$ cat src/rtl/spi_word_receiver.sv
// SPI mode-0 target oversampled in the fabric clock: deserialises WIDTH-bit words
// into data/valid and shifts a reply word out on sdo, several words per frame.
module spi_word_receiver #(
  parameter int WIDTH       = 32,
  parameter int SYNC_STAGES = 2
) (
  input  logic             clk,
  input  logic             reset,
  input  logic             sck,
  input  logic             sdi,
  input  logic             cs_n,
  input  logic [WIDTH-1:0] tx_data,
  output logic [WIDTH-1:0] data,
  output logic             valid,
  output logic             busy,
  output logic             frame_err,
  output logic             sdo
);

  localparam int CNT_W = $clog2(WIDTH + 1);
  localparam logic [CNT_W-1:0] LAST_BIT = CNT_W'(WIDTH - 1);

  typedef enum logic [1:0] {RESYNC, IDLE, SHIFT} state_t;

  logic [SYNC_STAGES-1:0] sck_sync_reg, sdi_sync_reg, cs_sync_reg;
  logic sck_d_reg, sdi_d_reg, cs_d_reg;
  logic sck_rise_reg, sck_fall_reg, cs_rise_reg, cs_fall_reg;

  state_t           state_reg;
  logic [WIDTH-2:0] rx_reg;
  logic [WIDTH-1:0] rx_next;
  logic [WIDTH-1:0] tx_reg;
  logic [CNT_W-1:0] cnt_reg;
  logic             skip_fall_reg;

  // Synchronisers, then one delayed level per input; events are registered.
  always_ff @(posedge clk or posedge reset) begin
    if (reset) begin
      sck_sync_reg <= '0;
      sdi_sync_reg <= '0;
      cs_sync_reg  <= '0;
      sck_d_reg    <= 1'b0;
      sdi_d_reg    <= 1'b0;
      cs_d_reg     <= 1'b0;
      sck_rise_reg <= 1'b0;
      sck_fall_reg <= 1'b0;
      cs_rise_reg  <= 1'b0;
      cs_fall_reg  <= 1'b0;
    end else begin
      sck_sync_reg <= {sck_sync_reg[SYNC_STAGES-2:0], sck};
      sdi_sync_reg <= {sdi_sync_reg[SYNC_STAGES-2:0], sdi};
      cs_sync_reg  <= {cs_sync_reg[SYNC_STAGES-2:0], cs_n};
      sck_d_reg    <= sck_sync_reg[SYNC_STAGES-1];
      sdi_d_reg    <= sdi_sync_reg[SYNC_STAGES-1];
      cs_d_reg     <= cs_sync_reg[SYNC_STAGES-1];
      sck_rise_reg <= sck_sync_reg[SYNC_STAGES-1] & ~sck_d_reg;
      sck_fall_reg <= ~sck_sync_reg[SYNC_STAGES-1] & sck_d_reg;
      cs_rise_reg  <= cs_sync_reg[SYNC_STAGES-1] & ~cs_d_reg;
      cs_fall_reg  <= ~cs_sync_reg[SYNC_STAGES-1] & cs_d_reg;
    end
  end

  assign rx_next = {rx_reg, sdi_d_reg};

  always_ff @(posedge clk or posedge reset) begin
    if (reset) begin
      state_reg     <= RESYNC;
      rx_reg        <= '0;
      tx_reg        <= '0;
      cnt_reg       <= '0;
      skip_fall_reg <= 1'b0;
      data          <= '0;
      valid         <= 1'b0;
      busy          <= 1'b0;
      frame_err     <= 1'b0;
    end else begin
      valid     <= 1'b0;
      frame_err <= 1'b0;
      case (state_reg)
        RESYNC: begin
          busy <= 1'b0;
          if (cs_d_reg) state_reg <= IDLE;
        end
        IDLE: begin
          busy <= 1'b0;
          if (cs_fall_reg) begin
            tx_reg        <= tx_data;
            cnt_reg       <= '0;
            skip_fall_reg <= 1'b0;
            state_reg     <= SHIFT;
            busy          <= 1'b1;
          end
        end
        SHIFT: begin
          if (sck_rise_reg) begin
            rx_reg <= rx_next[WIDTH-2:0];
            if (cnt_reg == LAST_BIT) begin
              data    <= rx_next;
              valid   <= 1'b1;
              cnt_reg <= '0;
              tx_reg  <= tx_data;
              // The fall right after a reload must not shift, or the new MSB is lost.
              skip_fall_reg <= 1'b1;
            end else begin
              cnt_reg <= cnt_reg + CNT_W'(1);
            end
          end else if (sck_fall_reg && !cs_rise_reg) begin
            if (skip_fall_reg) skip_fall_reg <= 1'b0;
            else               tx_reg <= {tx_reg[WIDTH-2:0], 1'b0};
          end
          if (cs_rise_reg) begin
            state_reg <= IDLE;
            busy      <= 1'b0;
            frame_err <= sck_rise_reg ? (cnt_reg != LAST_BIT) : (cnt_reg != '0);
          end
        end
        default: begin
          state_reg <= RESYNC;
          busy      <= 1'b0;
        end
      endcase
    end
  end

  assign sdo = (state_reg == SHIFT) & tx_reg[WIDTH-1];

endmodule
$ cat config.mk
export PLATFORM = sky130hd
export DESIGN_NAME = spi_word_receiver
export DESIGN_NICKNAME = d
export VERILOG_FILES = /design/src/rtl/spi_word_receiver.sv
export SDC_FILE = /design/constraint.sdc
export NUM_CORES = 1
export LEC_CHECK = 0
export CORE_ASPECT_RATIO = 0.8
export CORE_MARGIN = 1.5
export CORE_UTILIZATION = 35
export CTS_CLUSTER_SIZE = 16
export DETAILED_ROUTE_END_ITERATION = 10
export PLACE_DENSITY = 0.61
export SYNTH_ARGS = -nofsm -noshare
export SYNTH_HDL_FRONTEND = slang
export SYNTH_SLANG_ARGS = --single-unit
$ cat constraint.sdc
create_clock -name clk -period 8.7 [get_ports clk]
set_clock_uncertainty 0.1 [all_clocks]
set_input_delay 0.87 -clock clk [delete_from_list [all_inputs] [get_ports clk]]
set_output_delay 0.87 -clock clk [all_outputs]
set_load 0.05 [all_outputs]
==> results.sh, run 1 <==
export IMPL_drt_wl_total_um=9440
export IMPL_cts_made_buffers=17
export IMPL_power_share_combinational_pct=13.1
export IMPL_final_min_clock_period_ns=3.18
export IMPL_pre_cts_ws_ns=5.69
export IMPL_floorplan_rows=38
export IMPL_worstMarginPinSlew_ns=1.27
export IMPL_gp_congestion=0.795
export IMPL_worst_r2r_startpoint="state_reg[0]"
export IMPL_clock_latency_ns=0.40
export IMPL_clk_root_buffer_cell="clkbuf_16"
export IMPL_drive_above_1_share_pct=26.5
export IMPL_seqCellArea_um2=3000
export IMPL_switchingPower_uw=375
export IMPL_clkTransAtPathRegs_ns=0.05
export IMPL_critPathLaunchType="register"
export IMPL_crit_type="register to output pin"
export IMPL_drv_slew=0
export IMPL_critical_path_arrival_ns=2.21
export IMPL_finish_net_count=512
export IMPL_r2r_cells=5
export IMPL_tritoncts_clock_tree="done"
export IMPL_timing_max_slew_rel_slack_pct=14.9
export IMPL_synthDistinctLibCells=33
export IMPL_worst_r2r_endpoint="data[7]"
export IMPL_status="finished, final reports clean"
export IMPL_die_h_um=110
export IMPL_fill_cell_count=1205
export IMPL_wire_length_of_the_first_global_routing_pass_um=15600
export IMPL_max_freq_mhz=314
export IMPL_detail_route_antenna_nets=0
export IMPL_gr_usage_all_layers_pct=13.7
export IMPL_synth_warnings=0
export IMPL_synth_sequential_area_ratio_pct=60.3
export IMPL_synth_flop_cell="dfrtp_1"
export IMPL_drt_vias_per_instance=4.65
export IMPL_cts_htree_levels=4
export IMPL_syn_instance_count=393
export IMPL_hold_class="register to register"
export IMPL_remaining_drc_errors=0
export IMPL_rsz0062_at_grt="no"
export IMPL_io_pins=73
export IMPL_maxCapViolations=0
export IMPL_crit_path_start="state_reg[1]"
export IMPL_internal_dissipation_mw=1.35
export IMPL_area_growth_syn_to_layout_pct=32.1
export IMPL_p_leak_nw=3.08
export IMPL_multiInputGateArea_um2=1880
export IMPL_worstPathMaxFanout=8
export IMPL_die_area_um2=15000
export IMPL_initial_utilization_pct=36.2
export IMPL_timing_reg2reg_setup_slack_ns=5.74
export IMPL_antenna_diode_count=0
export IMPL_setup_ws_ns=5.52
export IMPL_period_share_pct=36.6
export IMPL_synthesized_nets=432
export IMPL_synthesis_area_per_instance_um2=12.7
export IMPL_netSwitchingFraction_pct=21.8
export IMPL_post_cts_buffers=0
export IMPL_worst_setup_path_endpoint="sdo"
export IMPL_setup_total_negative_slack_ns=0
export IMPL_max_vdd_ir_drop_v=0.000159
export IMPL_maximum_number_of_pins_on_one_net_before_global_route_repair=84
export IMPL_hpwlAfterDp_um=6020
export IMPL_initialDrtViolationCount=202
export IMPL_coreArea_um2=13700
export IMPL_io_buffers=72
export IMPL_worst_endpoint_required_ns=7.73
export IMPL_cts_sinks=120
export IMPL_power_per_cell_area_nw_per_um2=262
export IMPL_timing_critical_path_to_type="output pin"
export IMPL_timing_hold_violations_final=0
export IMPL_clockPowerShare_pct=46.4
export IMPL_wire_per_inst_um=14.2
export IMPL_initial_antenna_violation_count=0
export IMPL_syn_cell_area_um2=4980
export IMPL_seqPwrFrac_pct=40.5
export IMPL_synthesized_flop_and_latch_total=120
export IMPL_fp_dieW_um=136
export IMPL_cts_max_path_buffers=2
export IMPL_first_global_vias=3147
export IMPL_hold_buffers=0
export IMPL_synth_edff_count=0
export IMPL_route_vias_total=3097
export IMPL_grt_overflow_total=0
export IMPL_drtPass1Iterations=4
export IMPL_async_reset_ff_share_pct=100
export IMPL_timing_final_setup_violations=0
export IMPL_number_of_resized_instances_in_the_post_cts_repair_step=0
[cell type report]
type	count	area share, %
inverter	5	0.323
timing repair buffer	78	11.6
sequential	120	45.7
tap	180	3.42
multi-input combinational	251	28.5
clock buffer	20	7.10
clock inverter	12	3.35
[kinds of logic (layout without fill, tap and decap cells)]
| kind of cell | count (synthesis) | in the layout | synth area share [%] |
|---|---|---|---|
| multiplexers | 96 | 96 | 23.2 |
| AO/OA/AOI/OAI | 15 | 15 | 1.86 |
| buffers and inverters | 22 | 115 | 2.19 |
| AND/OR/NAND/NOR | 137 | 137 | 11.8 |
| adder cells (fa/ha/maj) | 2 | 2 | 0.502 |
| XOR/XNOR | 1 | 1 | 0.176 |
| flip-flops | 120 | 120 | 60.3 |
[synth_stat cells, types with 2 or more instances]
library cell | number | area share (%)
inv_1 | 5 | 0.38
nand2b_1 | 2 | 0.25
o21ai_0 | 5 | 0.50
nand3_1 | 2 | 0.20
o22ai_1 | 2 | 0.25
and2_1 | 3 | 0.38
mux2_1 | 8 | 1.8
nand2_1 | 104 | 7.8
buf_2 | 3 | 0.30
dfrtp_1 | 120 | 60
mux2_2 | 66 | 15
nor2_1 | 8 | 0.60
nor3_1 | 2 | 0.20
clkbuf_1 | 11 | 0.83
ha_1 | 2 | 0.50
nand4_1 | 2 | 0.25
a21oi_1 | 3 | 0.30
nand3b_1 | 3 | 0.45
mux2_4 | 20 | 6.0
mux2i_1 | 2 | 0.40
buf_6 | 3 | 0.68
nor2b_1 | 6 | 0.75
[worst min path at each step]
stage / slack [ns] / from / depth (start not counted) / end
after global placement: 0.23 / sdi_sync_reg[1] / 0 / sdi_d_reg
after floorplan: 0.23 / cs_sync_reg[0] / 0 / cs_sync_reg[1]
after detailed placement: 0.24 / sdi_sync_reg[1] / 0 / sdi_d_reg
after global routing: 0.25 / sdi_sync_reg[1] / 0 / sdi_d_reg
final: 0.25 / sdi_sync_reg[1] / 0 / sdi_d_reg
after CTS: 0.25 / sdi_sync_reg[1] / 0 / sdi_d_reg
[layout by cell type, fill, tap and decap left out, drive strengths merged, types with 5 or more instances in the layout]
cell type | synthesis | final
bufinv | 0 | 6
o21ai | 6 | 6
nand2 | 104 | 104
inv | 5 | 5
nor2 | 8 | 8
clkbuf | 11 | 20
nor2b | 6 | 6
dfrtp | 120 | 120
clkinv | 0 | 5
mux2 | 94 | 94
clkdlybuf4s50 | 0 | 72
buf | 6 | 6
[layer usage]
| metal | vias to the layer above | wire [um] | global-route usage, % | part of all wire (%) |
|---|---|---|---|---|
| met5 | - | 0 | 0 | 0 |
| met4 | 0 | 102 | 5.78 | 1.1 |
| met3 | 9 | 569 | 5.49 | 6.0 |
| met2 | 76 | 4220 | 19.5 | 45 |
| met1 | 1526 | 4550 | 18.4 | 48 |
| li1 | 1486 | - | - | - |
[through the flow]
step	hold WS (ns)	power [mW]	std cells	instance area, um2	utilization [%]
after floorplan	0.231	0.874	393	4980	-
after global placement	0.235	0.923	634	5890	42.9
after detailed placement	0.236	0.933	634	5890	42.9
after CTS	0.249	1.75	666	6580	47.9
after global routing	0.251	1.80	666	6580	47.9
final	0.245	1.72	666	6580	47.9
[power groups by stage]
stage / Clock (mW) / Combinational, mW / Sequential, mW
finish: 0.800 / 0.225 / 0.698
global route: 0.843 / 0.246 / 0.711
CTS: 0.818 / 0.229 / 0.698
detailed placement: 0 / 0.226 / 0.707
global placement: 0 / 0.222 / 0.701
floorplan: 0 / 0.182 / 0.692
[critical path: stages (launching register included)]
cell	delay [ns]
dfrtp_1	0.45
nor2b_1	0.37
and2_1	0.18
clkdlybuf4s50_1	0.82
(Power assumes the default switching activity.)
==> run 2, diff against run 1 <==
- PLACE_DENSITY: 0.61 -> 0.63
- clock period: 8.7 -> 2.6 ns (I/O delays scaled with it)
==> run 2 against run 1 <==
Net effect:
- non-clock buffer count is 4 higher
- sequential share of layout area is 0.18 points lower
- utilization is 0.19 points higher
- register-to-register slack worse by 5.5 ns
- via count is 0.77% lower
- sequential power grew to 3.4 times the previous value
- critical endpoint is now tx_reg[22]
- first-iteration DRC count is 46% lower
- critical path type is now register to register
- largest cell class unchanged
- highest routed layer unchanged
==> results.sh, run 2 (synthesis gave the netlist of run 1 again) <==
export IMPL_worst_endpoint_required_ns=2.78
export IMPL_maximum_number_of_pins_on_one_net_before_global_route_repair=60
export IMPL_maxCapViolations=0
export IMPL_fp_dieW_um=136
export IMPL_grt_overflow_total=0
export IMPL_detail_route_antenna_nets=0
export IMPL_clk_root_buffer_cell="clkbuf_16"
export IMPL_critPathMaxStageDelay_ns=0.58
export IMPL_most_common_cell_after_layout_fill_and_taps_aside="dfrtp_1"
export IMPL_r2r_cells=6
export IMPL_clkTransAtPathRegs_ns=0.05
export IMPL_clockPowerShare_pct=44.6
export IMPL_drt_vias_per_instance=4.59
export IMPL_antenna_diode_count=0
export IMPL_status="finished, final reports clean"
export IMPL_worstMarginPinSlew_ns=0.577
export IMPL_cts_sinks=120
export IMPL_netSwitchingFraction_pct=22.0
export IMPL_die_h_um=110
export IMPL_drtPass1Iterations=4
export IMPL_drt_wl_total_um=9530
export IMPL_critical_path_arrival_ns=2.57
export IMPL_cts_htree_levels=4
export IMPL_first_global_vias=3154
export IMPL_timing_critical_path_max_delay_family="compound AO/OA/AOI/OAI gates"
export IMPL_worst_r2r_startpoint="cnt_reg[1]"
export IMPL_route_vias_total=3073
export IMPL_die_area_um2=15000
export IMPL_layout_cells_most_common_list="dfrtp_1, nand2_1, clkdlybuf4s50_1"
export IMPL_finish_net_count=516
export IMPL_max_freq_mhz=419
export IMPL_crit_type="register to register"
export IMPL_rsz0062_at_grt="no"
export IMPL_final_min_clock_period_ns=2.39
export IMPL_placed_cells_incl_taps=638
export IMPL_timing_critical_path_to_type="register"
export IMPL_timing_final_setup_violations=0
export IMPL_floorplan_rows=38
export IMPL_cts_made_buffers=17
export IMPL_hold_buffers=0
export IMPL_timing_hold_ws_ns=0.152
export IMPL_gr_usage_all_layers_pct=14.0
export IMPL_worstPathMaxFanout=9
export IMPL_internal_dissipation_mw=4.38
export IMPL_seqPwrFrac_pct=41.7
export IMPL_hpwlAfterDp_um=6020
export IMPL_drive_above_1_share_pct=26.7
export IMPL_wire_per_inst_um=14.2
export IMPL_finish_instance_area_um2=6600
export IMPL_clock_latency_ns=0.40
export IMPL_initial_antenna_violation_count=0
export IMPL_tritoncts_clock_tree="done"
export IMPL_timing_critical_path_cells="ha_1, nand2b_1, or2_4, a222oi_1, buf_4, mux2_4"
export IMPL_fill_cell_count=1204
export IMPL_setup_ws_ns=0.211
export IMPL_initialDrtViolationCount=109
export IMPL_hold_class="primary input to async pin"
export IMPL_timing_hold_violations_final=0
export IMPL_timing_max_slew_rel_slack_pct=61.5
export IMPL_crit_path_top_delay_cell="a222oi_1"
export IMPL_worstPathBufferInverterCount=1
export IMPL_coreArea_um2=13700
export IMPL_wire_length_of_the_first_global_routing_pass_um=15800
export IMPL_detailed_place_area_um2=5960
export IMPL_period_share_pct=91.9
export IMPL_area_growth_syn_to_layout_pct=32.6
export IMPL_io_pins=73
export IMPL_gp_congestion=0.873
export IMPL_worst_r2r_endpoint="tx_reg[22]"
export IMPL_io_buffers=72
export IMPL_post_cts_buffers=0
export IMPL_switchingPower_mw=1.24
export IMPL_timing_reg2reg_setup_slack_ns=0.21
export IMPL_cts_max_path_buffers=2
export IMPL_initial_utilization_pct=36.2
export IMPL_setup_total_negative_slack_ns=0
export IMPL_pre_cts_ws_ns=0.235
export IMPL_critPathLaunchType="register"
export IMPL_p_leak_nw=3.11
export IMPL_remaining_drc_errors=0
export IMPL_drv_slew=0
export IMPL_finalNonFillerCells=670
export IMPL_max_vdd_ir_drop_v=0.000495
export IMPL_power_share_combinational_pct=13.7
export IMPL_power_per_cell_area_nw_per_um2=851
## run 2: worst register-to-register path: stages, from the launching register on
cell	delay, ns
dfrtp_1	0.37
ha_1	0.21
nand2b_1	0.11
or2_4	0.27
a222oi_1	0.58
buf_4	0.32
mux2_4	0.32
## run 2: cell type report
cell class / count / area, um2 / area share (%)
clock inverter: 8 / 140 / 2.12
timing repair buffer: 82 / 836 / 12.7
tap: 180 / 225 / 3.41
clock buffer: 24 / 502 / 7.60
sequential: 120 / 3000 / 45.5
multi-input combinational: 251 / 1880 / 28.4
inverter: 5 / 22.5 / 0.341
## run 2: how the worst max path moves through the flow
stage,start,to,slack (ns),cells after the start
floorplan,cnt_reg[0],tx_reg[10],0.24,6
global placement,cnt_reg[0],tx_reg[25],0.27,6
detailed placement,state_reg[1],tx_reg[23],0.24,5
CTS,state_reg[1],sdo,0.04,3
global route,state_reg[1],tx_reg[28],0.09,5
finish,cnt_reg[1],tx_reg[22],0.21,6
## run 2: per-stage QoR
step / util (%) / power, mW
after floorplan: - / 2.93
after global placement: 43.4 / 3.11
after detailed placement: 43.4 / 3.15
after CTS: 48.0 / 5.71
after global routing: 48.1 / 5.91
final: 48.1 / 5.62
## run 2: layer usage
metal | share of wire [%] | GRT usage [%] | up-vias
met3 | 5.5 | 4.70 | 9
li1 | - | - | 1495
met4 | 1.2 | 6.91 | 0
met1 | 50 | 19.1 | 1492
met2 | 44 | 19.7 | 77
met5 | 0 | 0 | -
## run 2: timing repair
item / 4_1_cts / 5_1_grt
endpoints found under the setup margin: 0 / 1
endpoints found under the hold margin: 0 / 0
gates resized for setup: 0 / 1
## run 2: power by group through the flow
| stage | logic (mW) | registers (mW) | clock network, mW |
|---|---|---|---|
| global route | 0.836 | 2.39 | 2.69 |
| finish | 0.769 | 2.35 | 2.50 |
| detailed placement | 0.779 | 2.37 | 0 |
| CTS | 0.785 | 2.34 | 2.58 |
| floorplan | 0.609 | 2.32 | 0 |
| global placement | 0.748 | 2.36 | 0 |
